## config.mk

```make
export PLATFORM = sky130hd
export DESIGN_NAME = anamux_scan_ctrl
export DESIGN_NICKNAME = d
export VERILOG_FILES = /design/src/rtl/anamux_scan_ctrl.sv
export SDC_FILE = /design/constraint.sdc
export NUM_CORES = 1
export LEC_CHECK = 0
export CORE_UTILIZATION = 53
export DETAILED_ROUTE_END_ITERATION = 8
export PLACE_DENSITY = 0.78
export REMOVE_ABC_BUFFERS = 1
export SLEW_MARGIN = 20
export SYNTH_ARGS = -nofsm -noshare
export SYNTH_HDL_FRONTEND = slang
export SYNTH_SLANG_ARGS = --single-unit
```

## constraint.sdc

```tcl
create_clock -name clk -period 4.37 [get_ports clk]
set_clock_uncertainty 0.1 [all_clocks]
set_input_delay 1.0925 -clock clk [delete_from_list [all_inputs] [get_ports clk]]
set_output_delay 1.0925 -clock clk [all_outputs]
set_load 0.02 [all_outputs]
```

## src/rtl/anamux_scan_ctrl.sv

```systemverilog
// anamux_scan_ctrl
// Drives the select lines of the analog multiplexer that routes ua[] onto
// the shared analog output path. In auto mode it scans the channels enabled
// in ch_mask, holding each for max(dwell,1) cycles and pulsing sample_stb
// on the last connected cycle. In manual mode it connects man_sel. Every
// change to a different channel opens all switches for BBM_CYCLES cycles
// first, so two switches are never closed at once.
//
// Ports:
//   clk, rst_n    clock, asynchronous active-low reset
//   ena           block enable; 0 opens all switches and returns to IDLE
//   mode_auto     1 = auto scan, 0 = manual
//   man_sel       manual channel index; >= NUM_CH means no connection
//   ch_mask       auto-scan channel enables
//   dwell         connected cycles per channel in auto mode (0 acts as 1)
//   sel_onehot    analog switch enables, at most one bit set
//   sel_idx       index of the last connected channel
//   sample_stb    one-cycle pulse on the final dwell cycle (auto only)
//   busy          high whenever the sequencer is not in IDLE
module anamux_scan_ctrl #(
  parameter int NUM_CH     = 6,
  parameter int DWELL_W    = 8,
  parameter int BBM_CYCLES = 2
) (
  input  logic               clk,
  input  logic               rst_n,
  input  logic               ena,
  input  logic               mode_auto,
  input  logic [2:0]         man_sel,
  input  logic [NUM_CH-1:0]  ch_mask,
  input  logic [DWELL_W-1:0] dwell,
  output logic [NUM_CH-1:0]  sel_onehot,
  output logic [2:0]         sel_idx,
  output logic               sample_stb,
  output logic               busy
);

  localparam int IDX_W = (NUM_CH > 1) ? $clog2(NUM_CH) : 1;
  localparam int BBM_W = (BBM_CYCLES > 1) ? $clog2(BBM_CYCLES) : 1;
  localparam logic [BBM_W-1:0]   BBM_INIT = BBM_W'(BBM_CYCLES - 1);
  localparam logic [DWELL_W-1:0] CNT_ONE  = DWELL_W'(1);
  localparam logic [DWELL_W-1:0] CNT_TWO  = DWELL_W'(2);

  typedef enum logic [1:0] {
    IDLE  = 2'd0,
    BREAK = 2'd1,
    DWELL = 2'd2,
    HOLD  = 2'd3
  } state_t;

  state_t             state;
  logic [2:0]         target;
  logic [DWELL_W-1:0] dwell_cnt;
  logic [BBM_W-1:0]   bbm_cnt;
  // Set when the current break ends in IDLE (scan mask emptied) rather
  // than in a new connection.
  logic               brk_to_idle;

  // Lowest set bit of the mask; caller guarantees mask != 0.
  function automatic logic [2:0] lowest_ch(input logic [NUM_CH-1:0] mask);
    logic [2:0] r;
    r = '0;
    for (int i = NUM_CH - 1; i >= 0; i--) begin
      if (mask[IDX_W'(i)]) r = 3'(i);
    end
    return r;
  endfunction

  // First set bit searching upward from cur+1 with wrap; cur itself is
  // the last candidate. Iterating from the far end lets nearer hits win.
  function automatic logic [2:0] next_ch(input logic [NUM_CH-1:0] mask,
                                         input logic [2:0]        cur);
    logic [2:0] r;
    int         idx;
    r = cur;
    for (int i = NUM_CH; i >= 1; i--) begin
      idx = (int'(cur) + i) % NUM_CH;
      if (mask[IDX_W'(idx)]) r = 3'(idx);
    end
    return r;
  endfunction

  function automatic logic [NUM_CH-1:0] to_onehot(input logic [2:0] idx);
    logic [NUM_CH-1:0] r;
    r = '0;
    r[IDX_W'(idx)] = 1'b1;
    return r;
  endfunction

  logic               man_valid;
  logic [DWELL_W-1:0] dwell_eff;
  logic [2:0]         auto_first;
  logic [2:0]         auto_next;

  assign man_valid  = (int'(man_sel) < NUM_CH);
  assign dwell_eff  = (dwell == '0) ? CNT_ONE : dwell;
  assign auto_first = lowest_ch(ch_mask);
  assign auto_next  = next_ch(ch_mask, sel_idx);

  always_ff @(posedge clk or negedge rst_n) begin
    if (!rst_n) begin
      state       <= IDLE;
      target      <= '0;
      dwell_cnt   <= '0;
      bbm_cnt     <= '0;
      brk_to_idle <= 1'b0;
      sel_onehot  <= '0;
      sel_idx     <= '0;
      sample_stb  <= 1'b0;
      busy        <= 1'b0;
    end else begin
      // The strobe is a single-cycle pulse unless a branch re-arms it.
      sample_stb <= 1'b0;
      if (!ena) begin
        state       <= IDLE;
        sel_onehot  <= '0;
        busy        <= 1'b0;
        brk_to_idle <= 1'b0;
      end else begin
        case (state)
          IDLE: begin
            if (mode_auto && (ch_mask != '0)) begin
              target      <= auto_first;
              state       <= BREAK;
              bbm_cnt     <= BBM_INIT;
              brk_to_idle <= 1'b0;
              busy        <= 1'b1;
            end else if (!mode_auto && man_valid) begin
              target      <= man_sel;
              state       <= BREAK;
              bbm_cnt     <= BBM_INIT;
              brk_to_idle <= 1'b0;
              busy        <= 1'b1;
            end
          end

          BREAK: begin
            if (bbm_cnt != '0) begin
              bbm_cnt <= bbm_cnt - 1'b1;
            end else if (brk_to_idle) begin
              state       <= IDLE;
              busy        <= 1'b0;
              brk_to_idle <= 1'b0;
            end else begin
              sel_onehot <= to_onehot(target);
              sel_idx    <= target;
              if (mode_auto) begin
                state      <= DWELL;
                dwell_cnt  <= dwell_eff;
                sample_stb <= (dwell_eff == CNT_ONE);
              end else begin
                state <= HOLD;
              end
            end
          end

          DWELL: begin
            if (!mode_auto) begin
              // Switched to manual: keep the switch closed if the host
              // picked the channel that is already connected.
              if (!man_valid) begin
                state      <= IDLE;
                sel_onehot <= '0;
                busy       <= 1'b0;
              end else if (man_sel == sel_idx) begin
                state <= HOLD;
              end else begin
                target      <= man_sel;
                state       <= BREAK;
                sel_onehot  <= '0;
                bbm_cnt     <= BBM_INIT;
                brk_to_idle <= 1'b0;
              end
            end else if (dwell_cnt > CNT_ONE) begin
              dwell_cnt  <= dwell_cnt - 1'b1;
              sample_stb <= (dwell_cnt == CNT_TWO);
            end else if (ch_mask == '0) begin
              state       <= BREAK;
              sel_onehot  <= '0;
              bbm_cnt     <= BBM_INIT;
              brk_to_idle <= 1'b1;
            end else if (auto_next == sel_idx) begin
              // Only one channel left in the mask: stay connected.
              dwell_cnt  <= dwell_eff;
              sample_stb <= (dwell_eff == CNT_ONE);
            end else begin
              target      <= auto_next;
              state       <= BREAK;
              sel_onehot  <= '0;
              bbm_cnt     <= BBM_INIT;
              brk_to_idle <= 1'b0;
            end
          end

          HOLD: begin
            if (mode_auto) begin
              if (ch_mask == '0) begin
                state      <= IDLE;
                sel_onehot <= '0;
                busy       <= 1'b0;
              end else if (auto_first == sel_idx) begin
                state      <= DWELL;
                dwell_cnt  <= dwell_eff;
                sample_stb <= (dwell_eff == CNT_ONE);
              end else begin
                target      <= auto_first;
                state       <= BREAK;
                sel_onehot  <= '0;
                bbm_cnt     <= BBM_INIT;
                brk_to_idle <= 1'b0;
              end
            end else if (!man_valid) begin
              state      <= IDLE;
              sel_onehot <= '0;
              busy       <= 1'b0;
            end else if (man_sel != sel_idx) begin
              target      <= man_sel;
              state       <= BREAK;
              sel_onehot  <= '0;
              bbm_cnt     <= BBM_INIT;
              brk_to_idle <= 1'b0;
            end
          end

          default: begin
            state      <= IDLE;
            sel_onehot <= '0;
            busy       <= 1'b0;
          end
        endcase
      end
    end
  end

endmodule

```

==> flow_metrics.env <==
export IMPL_die_w_um=79.2
export IMPL_period_needed_ps=4160
export IMPL_worst_setup_path_end_kind="flop"
export IMPL_worstHoldStart="sel_onehot[1]"
export IMPL_slew_viol_final=0
export IMPL_clk_pin_slew_worst_paths_ps=90
export IMPL_drt_iter0_drc=332
export IMPL_cpMostUsedCell="ha_1"
export IMPL_die_h_um=79.2
export IMPL_synth_edf_count=0
export IMPL_cpMaxStageDelayCell="dfrtp_2"
export IMPL_regArea_um2=652
export IMPL_critPathLaunch="sel_idx[2]"
export IMPL_peakVddDrop_mv=0.510
export IMPL_area_growth_pct=17.0
export IMPL_antenna_found_initial=0
export IMPL_drtPass1Iterations=5
export IMPL_crit_arrival_ps=4230
export IMPL_synth_seq_cells=26
export IMPL_via_per_inst=6.43
export IMPL_track_usage=0.280
export IMPL_core_area_mm2=0.00564
export IMPL_route_detailed_drc=0
export IMPL_place_area_mm2=0.00360
export IMPL_powerDensity_mw_per_mm2=669
export IMPL_cts_tree="yes"
export IMPL_wl_per_cell_um=16.8
export IMPL_ys_seq_area_frac=0.206
export IMPL_layout_drive_gt1_share=0.145
export IMPL_crit_fanout=8
export IMPL_reg2reg_from="sel_idx[2]"
export IMPL_io_buffers=31
export IMPL_finalSetupViolCount=0
export IMPL_vias=3249
export IMPL_critPathTopFamily="compound AO/OA/AOI/OAI gates"
export IMPL_ios=32
export IMPL_ys_async_sr_fraction=1.00
export IMPL_synth_main_ff_cell="dfrtp_1"
export IMPL_rsz0062_at_grt="false"
export IMPL_drv_cap=0
export IMPL_routed_wl_um=8480
export IMPL_multiInputGateArea_mm2=0.00235
export IMPL_yosysTopAreaCellShare=0.206
export IMPL_synthCells=396
export IMPL_preCtsSetupSlack_ps=34.4
export IMPL_cts_num_sinks=26
export IMPL_final_cell_mix="nand2_1 (33), nor2_1 (33), clkdlybuf4s50_1 (31), dfrtp_1 (25), a21oi_1 (24)"
export IMPL_finalCritPeriodShare=0.953
export IMPL_synth_area_mm2=0.00316
export IMPL_yosys_warnings=0
export IMPL_grt_pass1_wl_um=14100
export IMPL_hold_class="reg -> reg"
export IMPL_initial_core_util=0.560
export IMPL_grt_max_degree=27
export IMPL_fin_area_mm2=0.00370
export IMPL_row_count=27
export IMPL_cpPeakStageDelay_ps=470
export IMPL_fin_nets=472
export IMPL_worst_pin_slew_ps=671
export IMPL_n_fill_cell=495
export IMPL_start_kind="flop"
export IMPL_antennaDiodeCount=0
export IMPL_clock_root_buffer="clkbuf_8"
export IMPL_fin_ws_ps=206
export IMPL_cp_required_ps=4440
export IMPL_first_global_vias=2897
export IMPL_tns_ps=0
export IMPL_cp_cell_sequence="buf_4, ha_1, a21oi_2, inv_1, ha_1, and3b_1, or3_1, a21oi_1, o2bb2ai_1, a211oi_1, xnor2_1, o31a_1, o21ai_2, mux2_2"
export IMPL_fmax_ghz=0.240
export IMPL_relSlewSlack=0.548
export IMPL_yosysUniqueCellTypes=80
export IMPL_worstSetupPathType="reg -> reg"
export IMPL_place_gp_congestion=0.962
export IMPL_hold_violations=0
export IMPL_syn_area_per_cell_um2=7.98
export IMPL_hold_buffers=0
export IMPL_clkLatencyLatePin_ps=280
export IMPL_htree_levels=1
export IMPL_status="finished, final reports clean"
export IMPL_synth_area_leader_cell="dfrtp_1"
export IMPL_post_dp_hpwl_um=6400
export IMPL_synth_top_cells_by_area="dfrtp_1 (21%), ha_1 (6.7%), nand2_1 (3.9%)"
export IMPL_clk_path_buf_depth=2
export IMPL_cts_buffers=3
export IMPL_dieArea_mm2=0.00627
export IMPL_holdWs_ps=390
export IMPL_ant_nets=0
export IMPL_power_leakage_nw=1.53
export IMPL_worst_path_buf_inv=2
export IMPL_grt_overflow_total=0
-- timing repair --
| item | in CTS | in global routing |
|---|---|---|
| gates resized for setup | 0 | 4 |
| setup endpoints to repair | 0 | 21 |
| setup buffers | 0 | 4 |
-- state kept, by name, summed over array words and instances (netlist names) --
| register | cells |
|---|---|
| dwell_cnt | 8 |
| sample_stb | 1 |
| busy | 1 |
| target | 3 |
| sel_idx | 3 |
| state | 2 |
| bbm_cnt | 1 |
| sel_onehot | 6 |
| brk_to_idle | 1 |
-- cell usage after synthesis (3+ instances only) --
library cell	n
a211oi_1	7
nor3_1	21
a22oi_1	3
ha_1	17
a32oi_1	3
o21ai_0	19
nand2_1	33
clkbuf_1	14
nor2b_1	3
xnor2_1	6
mux2_2	11
and2_1	4
a32o_1	5
a221oi_1	3
and3_1	8
or3_1	3
nor3b_1	3
dfrtp_1	26
o2bb2ai_1	3
a211o_1	4
a31o_2	3
or4_1	4
a21boi_0	3
a31oi_1	6
a21o_1	3
a21oi_1	24
nor2_1	33
o31ai_1	6
buf_2	3
mux2i_1	9
inv_1	17
o21a_1	4
nor4_1	4
nand3_1	15
nand2b_1	5
o21ai_1	6
-- logic make-up (layout without fill, tap and decap cells) --
group	Yosys count	count (layout)	synth area share
simple gates	148	148	0.239
compound gates	133	133	0.314
buf+inv	39	76	0.0546
flops	26	26	0.206
mux	22	22	0.0796
fa+ha+maj	18	18	0.0709
xor+xnor	10	10	0.0360
-- worst paths after layout --
path,to,slack [ps],cells past startpoint
min in group asynchronous,dwell_cnt[4],1080,2
worst min-delay path,sel_onehot[1],390,1
worst max-delay path,target[1],210,14
max in group asynchronous,sel_idx[2],2810,2
worst min register to register,sel_onehot[1],390,1
worst max register to register,target[1],210,14
-- metal layers --
metal,vias to the layer above,wire length (µm),track usage
met5,-,0,0
met4,0,46,0.0200
met3,11,650,0.0402
met2,142,3770,0.455
met1,1513,4010,0.407
li1,1583,-,-
-- area by class of cell --
cell class              count  area share
multi-input cells         331       0.636
flip-flops and latches     26       0.176
repair buffers             54       0.131
well taps                  72      0.0244
inverters                  18      0.0183
clock buffers               4      0.0149
-- through the flow --
stage                     power (mW)  instances  utilization
after floorplan                 1.76        375            -
after global placement          2.21        497        0.638
after CTS                       2.41        501        0.647
final                           2.47        505        0.655
after detailed placement        2.23        497        0.638
after global routing            2.67        505        0.655
-- report_power, final --
group | total [mW] | switching (mW) | internal (mW)
logic | 1.87 | 1.04 | 0.826
registers | 0.439 | 0.116 | 0.324
clock network | 0.162 | 0.0814 | 0.0808
total | 2.47 | 1.24 | 1.23
Note: power is estimated with default switching activity, not from simulation.
